--- src/rtl/sap1_pkg.sv ---
// Shared types and constants for the SAP-1 program/data RAM block.
package sap1_pkg;

    localparam int ADDR_W = 4;
    localparam int DATA_W = 8;

    localparam logic MODE_LOAD = 1'b0;
    localparam logic MODE_EXEC = 1'b1;

    typedef enum logic [1:0] {
        IDLE  = 2'd0,
        PRESS = 2'd1,
        WRITE = 2'd2,
        REL   = 2'd3
    } ram_state_t;

endpackage

--- src/rtl/memoria_ram_if.sv ---
// Operator/controller-facing signals of the RAM: mode, address, switch data,
// write button, read enable, bus read data/drive enable and write pulse.
interface memoria_ram_if;
    import sap1_pkg::*;

    logic              ch_s4;
    logic [ADDR_W-1:0] addr;
    logic [DATA_W-1:0] d;
    logic              wr_btn;
    logic              n_ce;
    logic [DATA_W-1:0] s_out;
    logic              s_oe;
    logic              wr_done;

    modport master (
        output ch_s4, addr, d, wr_btn, n_ce,
        input  s_out, s_oe, wr_done
    );

    modport slave (
        input  ch_s4, addr, d, wr_btn, n_ce,
        output s_out, s_oe, wr_done
    );

endinterface

--- src/rtl/debounce_sync.sv ---
// Write-button synchroniser, debouncer and write-sequencing FSM.
//
// state | meaning
// IDLE  | waiting for a synchronised press while in load mode
// PRESS | counting consecutive high samples; low sample or exec mode aborts
// WRITE | single-cycle write strobe
// REL   | waiting for DB_CYCLES consecutive low samples before re-arming
module debounce_sync
    import sap1_pkg::*;
#(
    parameter int DB_CYCLES = 16
) (
    input  logic clk,
    input  logic n_clr,
    input  logic wr_btn,
    input  logic ch_s4,
    output logic wr_done
);

    localparam int CNT_W = $clog2(DB_CYCLES);
    localparam logic [CNT_W-1:0] CNT_LAST = CNT_W'(DB_CYCLES - 1);

    logic             btn_m;
    logic             btn_s;
    ram_state_t       state;
    ram_state_t       state_nxt;
    logic [CNT_W-1:0] cnt;
    logic [CNT_W-1:0] cnt_nxt;

    // Two-flop synchroniser for the raw asynchronous pushbutton
    always_ff @(posedge clk or negedge n_clr) begin
        if (!n_clr) begin
            btn_m <= 1'b0;
            btn_s <= 1'b0;
        end else begin
            btn_m <= wr_btn;
            btn_s <= btn_m;
        end
    end

    // FSM state and debounce counter registers
    always_ff @(posedge clk or negedge n_clr) begin
        if (!n_clr) begin
            state <= IDLE;
            cnt   <= '0;
        end else begin
            state <= state_nxt;
            cnt   <= cnt_nxt;
        end
    end

    // Next-state and counter logic
    always_comb begin
        state_nxt = state;
        cnt_nxt   = cnt;
        unique case (state)
            IDLE: begin
                if (btn_s && (ch_s4 == MODE_LOAD)) begin
                    state_nxt = PRESS;
                    cnt_nxt   = CNT_W'(1);
                end
            end
            PRESS: begin
                if (!btn_s) begin
                    state_nxt = IDLE;
                    cnt_nxt   = '0;
                end else if (ch_s4 == MODE_EXEC) begin
                    state_nxt = REL;
                    cnt_nxt   = '0;
                end else if (cnt == CNT_LAST) begin
                    state_nxt = WRITE;
                    cnt_nxt   = '0;
                end else begin
                    cnt_nxt = cnt + CNT_W'(1);
                end
            end
            WRITE: begin
                state_nxt = REL;
                cnt_nxt   = '0;
            end
            REL: begin
                if (btn_s) begin
                    cnt_nxt = '0;
                end else if (cnt == CNT_LAST) begin
                    state_nxt = IDLE;
                    cnt_nxt   = '0;
                end else begin
                    cnt_nxt = cnt + CNT_W'(1);
                end
            end
            default: begin
                state_nxt = IDLE;
                cnt_nxt   = '0;
            end
        endcase
    end

    // Strobe decoded straight from the state register, so it is clean and one cycle wide
    assign wr_done = (state == WRITE);

endmodule

--- src/rtl/memoria_ram.sv ---
// 16x8 SAP-1 program/data RAM: button-driven writes in load mode,
// combinational reads toward the main bus in execute mode.
module memoria_ram
    import sap1_pkg::*;
#(
    parameter int DB_CYCLES = 16,
    parameter int DEPTH     = 16,
    parameter int WIDTH     = DATA_W
) (
    input  logic          clk,
    input  logic          n_clr,
    memoria_ram_if.slave  bus
);

    logic [WIDTH-1:0] mem [DEPTH];
    logic             wr_stb;

    debounce_sync #(
        .DB_CYCLES (DB_CYCLES)
    ) u_debounce_sync (
        .clk     (clk),
        .n_clr   (n_clr),
        .wr_btn  (bus.wr_btn),
        .ch_s4   (bus.ch_s4),
        .wr_done (wr_stb)
    );

    // Storage write; deliberately not reset so a program survives a CPU clear
    always_ff @(posedge clk) begin
        if (wr_stb) begin
            mem[bus.addr] <= bus.d;
        end
    end

    assign bus.s_out   = mem[bus.addr];
    assign bus.s_oe    = (bus.ch_s4 == MODE_EXEC) & ~bus.n_ce;
    assign bus.wr_done = wr_stb;

endmodule
--- src/flat_wrapper.sv ---
// flat-port wrapper written by rule: the top's interface ports become plain ports
module memoria_ram_flat import sap1_pkg::*;
#(
    parameter int DB_CYCLES = 16,
    parameter int DEPTH     = 16,
    parameter int WIDTH     = DATA_W
)
  (clk, n_clr, bus_ch_s4, bus_addr, bus_d, bus_wr_btn, bus_n_ce, bus_s_out, bus_s_oe, bus_wr_done);
  memoria_ram_if bus_i ();
  input  logic clk;
  input  logic n_clr;
  input wire logic [$bits(bus_i.ch_s4)-1:0] bus_ch_s4;
  input wire logic [$bits(bus_i.addr)-1:0] bus_addr;
  input wire logic [$bits(bus_i.d)-1:0] bus_d;
  input wire logic [$bits(bus_i.wr_btn)-1:0] bus_wr_btn;
  input wire logic [$bits(bus_i.n_ce)-1:0] bus_n_ce;
  output wire logic [$bits(bus_i.s_out)-1:0] bus_s_out;
  output wire logic [$bits(bus_i.s_oe)-1:0] bus_s_oe;
  output wire logic [$bits(bus_i.wr_done)-1:0] bus_wr_done;
  assign bus_i.ch_s4 = bus_ch_s4;
  assign bus_i.addr = bus_addr;
  assign bus_i.d = bus_d;
  assign bus_i.wr_btn = bus_wr_btn;
  assign bus_i.n_ce = bus_n_ce;
  assign bus_s_out = bus_i.s_out;
  assign bus_s_oe = bus_i.s_oe;
  assign bus_wr_done = bus_i.wr_done;
  memoria_ram #(.DB_CYCLES(DB_CYCLES), .DEPTH(DEPTH), .WIDTH(WIDTH)) u_core (.clk(clk), .n_clr(n_clr), .bus(bus_i));
endmodule
--- config.mk ---
export PLATFORM = sky130hd
export DESIGN_NAME = memoria_ram_flat
export DESIGN_NICKNAME = d
export VERILOG_FILES = /design/src/rtl/sap1_pkg.sv /design/src/rtl/memoria_ram_if.sv /design/src/rtl/debounce_sync.sv /design/src/rtl/memoria_ram.sv /design/src/flat_wrapper.sv
export SDC_FILE = /design/constraint.sdc
export NUM_CORES = 1
export LEC_CHECK = 0
export ABC_AREA = 1
export BUFFER_PORTS_ARGS = -buffer_cell sky130_fd_sc_hd__buf_2
export CORE_AREA = 2 2 119 98
export DETAILED_ROUTE_END_ITERATION = 6
export DIE_AREA = 0 0 121 100
export HOLD_SLACK_MARGIN = 0.03
export PLACE_DENSITY = 0.72
export SYNTH_ARGS = -nofsm -noshare
export SYNTH_HDL_FRONTEND = slang
export SYNTH_HIERARCHICAL = 1
export SYNTH_SLANG_ARGS = --single-unit
--- constraint.sdc ---
create_clock -name clk -period 2.2 [get_ports clk]
set_clock_uncertainty 0.15 [all_clocks]
set_input_delay 0.44 -clock clk [delete_from_list [all_inputs] [get_ports clk]]
set_output_delay 0.44 -clock clk [all_outputs]
set_load 0.01 [all_outputs]
* Word level (Yosys, flattened, before mapping)
Memories as Yosys holds them, arrays and structs flattened. Cells that the tools add are included. W data, S select, Z words.
Operators by class: $add $sub $neg 1, equal/unequal tests 8, multiplexer cells 15, bitwise operators 3, reduce and logical (&&, ||, !) cells 3
Operator list (number):
- $mux W4 | 5
- $pmux W4 S4 | 1
- $mux W2 | 6
- $pmux W2 S4 | 1
- $ne A2 B2 Y1 const B | 3
- $add A4 B1 Y4 const B | 1
- $eq A2 B2 Y1 const B | 2
- $eq A4 B4 Y1 const B | 1
- $ne A4 B4 Y1 const B | 1
- $reduce_and A4 Y1 | 1
- $eq A2 B1 Y1 const B | 1
- $logic_not A2 Y1 | 1
- $mux W1 | 2
- $not A1 Y1 | 2
- $and A1 B1 Y1 | 1
- $logic_and A1 B1 Y1 | 1
Storage, ports and cells: flip-flop bits (word level) 8, bits in writable memories 128, input bits 17, output and inout bits 10, word-level logic and storage cells 35, memories kept 1
Memories:
- u_core.mem | words 16, width 8, rd ports 1, clocked after memory_dff 0, write ports 1, RTL line memoria_ram.sv:15 | logic [WIDTH-1:0] mem [DEPTH];

* Longest topological paths before layout
Gate-level depths: netlist of run 1.
word-level depth 5, mapped depth 11, mapped depth without buffers 9

* Hierarchy
The synthesis of run 1 kept the hierarchy.
By module, submodules not included:
- memoria_ram | instances 1, cells an instance 542, area each 5440.2 um2, sequential area each 3843.7 um2
- debounce_sync | instances 1, cells an instance 57, area each 473.0 um2, sequential area each 200.2 um2

* Worst setup path after synthesis of run 1
OpenSTA, ideal clock, no wires.
path kind input to register, from input port bus_addr[1], to memory u_core/mem[3][0] (netlist name) (enable), library setup time 0.370 ns, data arrival time 1.447 ns, required time 1.680 ns, slack 0.233 ns, stages on the path 4, buffers on the path 2, cell sequence buf_2 clkbuf_1 nand3_1 nor2_1
RTL lines:
- start: declaration | RTL line flat_wrapper.sv:13 | input wire logic [$bits(bus_i.addr)-1:0] bus_addr;
- end: declaration | RTL line memoria_ram.sv:15
No word-level cell before the write port.

* Worst setup path after layout of run 1
from memory u_core/mem[13][0] (netlist name), to output port bus_s_out[0]
Between the ends: word-level cells in the longest chain between the ends 1
RTL lines:
- $mem_v2 Z16 W8
- end: declaration | RTL line flat_wrapper.sv:17 | output wire logic [$bits(bus_i.s_out)-1:0] bus_s_out;
No other way between the ends.

==> metrics.md, run 1 <==
| Metric | Value |
|---|---|
| Synth warnings | `6` |
| CTS tree | `done` |
| Final Max Tran Viols | `0` |
| Net Switching | `1590 uW` |
| Vias | `4,228` |
| Mapped Nets | `617` |
| Fillers | `839` |
| CP Launch Type | `flop` |
| Worst slew margin | `0.744` |
| P_leak | `0.00316 uW` |
| Worst hold path depth | `3` |
| Clk network pwr share | `0.427` |
| Drt wl/cell | `16.5 um` |
| Vias per cell | `5.16` |
| Internal power | `4840 uW` |
| Die width | `121 um` |
| Worst endpoint required time | `1.61 ns` |
| Worst Reg-to-Reg Cells | `4` |
| CP max stage delay | `0.38 ns` |
| Core footprint | `11,100 um2` |
| First DRT Iteration DRCs | `348` |
| Layout cells sized above 1 | `0.152` |
| RSZ-0062 raised after global routing | `false` |
| First-pass GRT wire length | `20,600 um` |
| # rows | `35` |
| Hold slack | `0.167 ns` |
| Power per Cell Area | `902 nW/um2` |
| Avg Cell Area, Syn | `9.87 um2` |
| Setup TNS | `0 ns` |
| DP Wirelength | `7860 um` |
| Antenna violations before repair | `0` |
| CP Max Fanout | `1` |
| Seq/Total Area, Yosys | `0.684` |
| CTS Sinks | `136` |
| Postcts setup bufs | `0` |
| CP dominant cell by count | `nand2_1` |
| Post-Syn Instances | `599` |
| Final GP Congestion | `0.846` |
| Chip Height | `100 um` |
| Area Overhead vs Synth | `20.5%` |
| Clock slew at reported path FFs | `0.06 ns` |
| Worst slew pin tran | `0.383 ns` |
| Netlist cell types | `22` |
| CTS Buf Count | `17` |
| Max-Cap Viols | `0` |
| CTS H-Tree Depth | `4` |
| Fmax | `0.479 GHz` |
| Grt ovf | `0` |
| Kind of critical path | `reg2out` |
| Hold Crit Class | `in2reg` |
| Crit path DAT | `1.50 ns` |
| Largest net degree at the start of global routing | `41` |
| Count of final hold-check violations | `0` |
| Sequential Power Share | `0.458` |
| First-pass DRT Iterations | `6` |
| Status | `finished, final reports clean` |
| Initial Util | `0.534` |
| End-of-flow core utilization | `0.643` |
| Crit. End Element | `output port` |
| Yosys reg bits | `136` |
| Vias in the first global route | `4,047` |
| Period Utilization, post-route | `0.949` |
| Net Sw Frac | `0.247` |
| Antenna cells | `0` |
| CTS root buf | `clkbuf_16` |
| Final antenna-violating net count | `0` |
| Combinational share of power | `0.116` |
| Gr usage total | `0.229` |
| Mapped Area | `5910 um2` |
| DR DRC count | `0` |
| IO Port Bufs | `26` |
| Critical Path, Cell by Cell | `nand2_1 -> nand2_1 -> nand2_1 -> nand2_1 -> nand2_1 -> nand2_1 -> inv_1 -> nand2_1 -> buf_2` |
| Maximum ir drop on the vdd rail | `782 uV` |
| Die ar. | `12,100 um2` |
| Multi-input logic area | `1610 um2` |
| Worst skew pair latency | `0.42 ns` |
| Final Power | `6430 uW` |
| Fin nets | `677` |
| Final setup viols | `0` |
| Routed WL | `13,500 um` |
| Seq. cell area | `4040 um2` |
| Clock Tree Buf Depth | `2` |
| Period minus WS final | `2.09 ns` |
| Slowest cell on the critical path | `edfxtp_1` |
| IO Count | `27` |
-- path summary, 6_finish.rpt --
check | to | start | slack, ns
hold / removal | u_core/u_debounce_sync/state[0]$_DFFE_PN0P_ | bus_ch_s4 | 0.17
setup / recovery | bus_s_out[0] | u_core/mem[13][0]$_DFFE_PP_ | 0.11
hold reg to reg | u_core/u_debounce_sync/btn_s$_DFF_PN0_ | u_core/u_debounce_sync/btn_m$_DFF_PN0_ | 0.22
min in group asynchronous | u_core/u_debounce_sync/cnt[2]$_DFFE_PN0P_ | n_clr | 0.24
setup reg to reg | u_core/mem[7][7]$_DFFE_PP_ | u_core/u_debounce_sync/state[0]$_DFFE_PN0P_ | 0.41
max in group asynchronous | u_core/u_debounce_sync/state[0]$_DFFE_PN0P_ | n_clr | 1.48
-- power by group through the flow --
stage,logic (uW),clock network (uW),registers [uW]
after detailed placement,693,0,2990
after global routing,830,2880,2950
after floorplan,481,0,2990
after global placement,651,0,2990
after CTS,703,2770,2940
final,743,2740,2940
-- cells by family after synthesis --
logic type | share of synthesized area
DFF | 0.684
and+or+nand+nor | 0.267
adders and majority gates | 0.00212
AOI/OAI and AO/OA | 0.00402
buffers and inverters | 0.0432
-- per-layer routing --
metal  part of all wire  global-route usage  wire length, um
met3              0.067              0.0682              900
met1               0.44               0.305             5880
met5                  0                   0                0
met4              0.012              0.0644              164
met2               0.48               0.370             6540
-- cells in the final DEF (no fill, tap or decap), drive strengths merged --
cell,count
nand4,2
dlygate4sd3,2
clkinv,10
nand2,362
clkbuf,22
clkinvlp,1
edfxtp,128
dfrtp,8
a21oi,2
nand3,14
bufinv,2
buf,58
o22ai,1
inv,32
ha,1
o211ai,1
nor2,25
nand3b,1
-- critical path, delay by kind of cell (launching register included) --
family / cells / cell delay [ns]
flip-flops: 1 / 0.38
buffers and inverters: 2 / 0.20
AND/OR/NAND/NOR: 7 / 0.49
-- stage by stage --
stage	cells	instance area, um2	setup slack (ns)
global route	820	7130	0.0274
CTS	815	6970	0.0218
global placement	781	6370	0.0776
finish	820	7130	0.112
floorplan	599	5910	0.233
detailed placement	781	6370	0.0729
-- registers in the layout (all words and copies together) (netlist names), named ones only --
signal and count:
u_core/mem 128, u_core/u_debounce_sync/cnt 4, u_core/u_debounce_sync/btn_m 1, u_core/u_debounce_sync/btn_s 1
u_core/u_debounce_sync/state 1
-- Yosys cell counts --
| cell type | instances | area [um2] |
|---|---|---|
| nand2_1 | 358 | 1340 |
| edfxtp_1 | 128 | 3840 |
| inv_1 | 27 | 101 |
| nor2_1 | 23 | 86.3 |
| nand3_1 | 13 | 65.1 |
| buf_2 | 12 | 60.1 |
| dfrtp_1 | 8 | 200 |
| buf_4 | 6 | 45.0 |
| clkbuf_1 | 3 | 11.3 |
| inv_2 | 3 | 11.3 |
| nand2_2 | 3 | 18.8 |
| a21oi_1 | 2 | 10.0 |
| buf_6 | 2 | 22.5 |
| nand4_1 | 2 | 12.5 |
| nor2_4 | 2 | 22.5 |
| clkinv_1 | 1 | 3.75 |
| ha_1 | 1 | 12.5 |
| nand2_4 | 1 | 11.3 |
| nand3_2 | 1 | 10.0 |
| nand3b_1 | 1 | 7.51 |
| o211ai_1 | 1 | 7.51 |
| o22ai_1 | 1 | 6.26 |
-- layout make-up --
| class | count | share of cell area |
|---|---|---|
| inverter | 31 | 0.0181 |
| clock inverter | 14 | 0.0211 |
| multi-input combinational | 409 | 0.227 |
| clock buffer | 18 | 0.0602 |
| tap | 148 | 0.0260 |
| timing repair buffer | 64 | 0.0806 |
| sequential | 136 | 0.568 |
-- what timing repair did --
action / CTS / global route
endpoints found under the hold margin: 9 / 0
hold buffers: 2 / 0
setup endpoints to repair: 0 / 7
resized for setup: 0 / 14
No activity file was read; power rests on OpenSTA's default activity.
==> run 2, diff against run 1 <==
--- a/config.mk
+++ b/config.mk
@@ -7,11 +7,13 @@
 export LEC_CHECK = 0
 export ABC_AREA = 1
 export BUFFER_PORTS_ARGS = -buffer_cell sky130_fd_sc_hd__buf_2
-export CORE_AREA = 2 2 119 98
+export CELL_PAD_IN_SITES_DETAIL_PLACEMENT = 0
+export CELL_PAD_IN_SITES_GLOBAL_PLACEMENT = 2
+export CORE_AREA = 2 2 139 114
 export DETAILED_ROUTE_END_ITERATION = 6
-export DIE_AREA = 0 0 121 100
+export DIE_AREA = 0 0 141 116
 export HOLD_SLACK_MARGIN = 0.03
-export PLACE_DENSITY = 0.72
+export PLACE_DENSITY = 0.82
 export SYNTH_ARGS = -nofsm -noshare
 export SYNTH_HDL_FRONTEND = slang
 export SYNTH_HIERARCHICAL = 1
==> run 2 against run 1 <==
Against the previous run:
- sequential cell count unchanged
- combinational power fell by 2%
- utilization shrank 16 points
- sequential power barely moved
- register-to-register slack barely moved
- largest cell class unchanged
- die area increased by 35%
- first-iteration DRC count is 36% lower
- clock power is essentially flat
- non-clock buffer count up 7
- worst setup slack worse by 0.033 ns
- power is 0.32% lower
- via count decreased by 4.1%
==> metrics.md, run 2 (synthesis results as in run 1) <==
| Metric | Value |
|---|---|
| CTS root buf | `clkbuf_16` |
| Chip Height | `116 um` |
| Largest net degree at the start of global routing | `67` |
| Met2 WL post-DR | `6260 um` |
| DP Area | `6470 um2` |
| IO Port Bufs | `26` |
| Crit path DAT | `1.53 ns` |
| Register-to-register setup slack | `0.41 ns` |
| Antenna violations before repair | `2` |
| First DRT Iteration DRCs | `221` |
| IO Count | `27` |
| Drt wl/cell | `16.2 um` |
| First-pass GRT wire length | `20,600 um` |
| Status | `finished, final reports clean` |
| CTS H-Tree Depth | `4` |
| Worst slew margin | `0.754` |
| CP dominant cell by count | `nand2_1` |
| Grt ovf | `0` |
| Sequential Power Share | `0.459` |
| Fmax | `0.472 GHz` |
| CP Launch Type | `input pin` |
| CTS tree | `done` |
| Post-Route M1 WL | `7010 um` |
| Pre-CTS setup slack | `0.0544 ns` |
| Clock Tree Buf Depth | `2` |
| Final Max Tran Viols | `0` |
| P_leak | `0.00318 uW` |
| Clk network pwr share | `0.427` |
| Worst skew pair latency | `0.42 ns` |
| Worst endpoint required time | `1.61 ns` |
| Core footprint | `14,900 um2` |
| CTS Sinks | `136` |
| Met3 WL post-DR | `667 um` |
| Layout cells sized above 1 | `0.152` |
| Final setup margin | `0.0797 ns` |
| Gr usage total | `0.173` |
| Slowest cell on the critical path | `clkbuf_16` |
| RSZ-0062 raised after global routing | `false` |
| Highest metal used | `met4` |
| Clock slew at reported path FFs | `0.05 ns` |
| Vias | `4,055` |
| Area Overhead vs Synth | `21.9%` |
| # rows | `40` |
| Final setup viols | `0` |
| Max-Cap Viols | `0` |
| Initial Util | `0.398` |
| Design Area, Final | `7210 um2` |
| DP Wirelength | `8470 um` |
| Die width | `141 um` |
| Most frequent cells in the layout | `nand2_1, edfxtp_1, buf_4, inv_1, buf_2` |
| Largest regs | `u_core/mem (128), u_core/u_debounce_sync/cnt (4)` |
| Final antenna-violating net count | `0` |
| Hold Crit Class | `in2reg` |
| First-pass DRT Iterations | `5` |
| Setup TNS | `0 ns` |
| Internal power | `4920 uW` |
| Hold slack | `0.153 ns` |
| Die ar. | `16,400 um2` |
| CTS Buf Count | `17` |
| Routed WL | `14,100 um` |
| DR DRC count | `0` |
| Maximum ir drop on the vdd rail | `850 uV` |
| Vias in the first global route | `3,739` |
| Final GP Congestion | `0.759` |
| Critical Path, Cell by Cell | `buf_4 -> clkinv_8 -> clkbuf_16 -> nand2_1 -> nand2_1 -> nand2_1 -> nand2_1 -> nand2_1 -> nand2_1 -> inv_1 -> nand2_1 -> buf_2` |
| CP max stage delay | `0.19 ns` |
| Period minus WS final | `2.12 ns` |
| Bufs and invs on worst path | `5` |
| Net Sw Frac | `0.232` |
| Kind of critical path | `in2out` |
| Vias per cell | `4.66` |
| Largest reg by FF count | `u_core/mem` |
| Power per Cell Area | `889 nW/um2` |
| CP Max Fanout | `11` |
| Count of final hold-check violations | `0` |
| Most common cell after layout, fill and taps aside | `nand2_1` |
| Combinational share of power | `0.113` |
| Family with the most delay on the worst path | `buffers and inverters` |
| Crit. End Element | `output port` |
| Worst slew pin tran | `0.367 ns` |
| Number of flip-flops under the largest register name | `128` |
| Fin nets | `684` |
| Net Switching | `1480 uW` |
| Period Utilization, post-route | `0.964` |
==> run 2: power by group through the flow <==
stage               Combinational [uW]  Sequential (uW)  Clock, uW
finish                             727             2940       2740
global route                       814             2950       2920
CTS                                697             2940       2790
detailed placement                 692             2990          0
global placement                   679             2990          0
floorplan                          481             2990          0
==> run 2: area by class of cell <==
class                      count  area [um2]
fill                        1373        7650
sequential                   136        4040
multi-input combinational    409        1610
timing repair buffer          71         612
clock buffer                  21         440
clock inverter                11         130
antenna                        2        5.00
inverter                      31         129
tap                          189         236
==> run 2: per-layer routing <==
layer / GRT usage / vias up
li1: - / 2062
met5: 0 / -
met2: 0.261 / 78
met4: 0.0573 / 0
met3: 0.0525 / 13
met1: 0.243 / 1902
==> run 2: worst paths after layout <==
path / from / endpoint / cells past startpoint
max: bus_addr[0] / bus_s_out[2] / 12
min: bus_ch_s4 / u_core/u_debounce_sync/state[0]$_DFFE_PN0P_ / 3
max reg2reg: u_core/u_debounce_sync/state[0]$_DFFE_PN0P_ / u_core/mem[9][2]$_DFFE_PP_ / 4
min reg2reg: u_core/u_debounce_sync/btn_m$_DFF_PN0_ / u_core/u_debounce_sync/btn_s$_DFF_PN0_ / 0
max in group asynchronous: n_clr / u_core/u_debounce_sync/btn_s$_DFF_PN0_ / 2
min in group asynchronous: n_clr / u_core/u_debounce_sync/cnt[0]$_DFFE_PN0P_ / 2
==> run 2: per-stage QoR <==
stage,cells,power (uW),util
final,870,6410,0.485
after detailed placement,828,3690,0.435
after floorplan,599,3470,-
after global placement,828,3670,0.435
after CTS,862,6420,0.475
after global routing,868,6680,0.485
==> run 2: worst reg2reg max path: stages (launching register included) <==
cell and delay, ns:
dfrtp_1 0.37, nor2_1 0.31, nand3_1 0.22, nor2_1 0.20, buf_4 0.23
==> run 2: what timing repair did <==
item,4_1_cts,5_1_grt
setup endpoints to repair,0,8
gates resized for setup,0,10
setup buffers,0,1
hold endpoints to repair,9,0
hold buffers,2,0
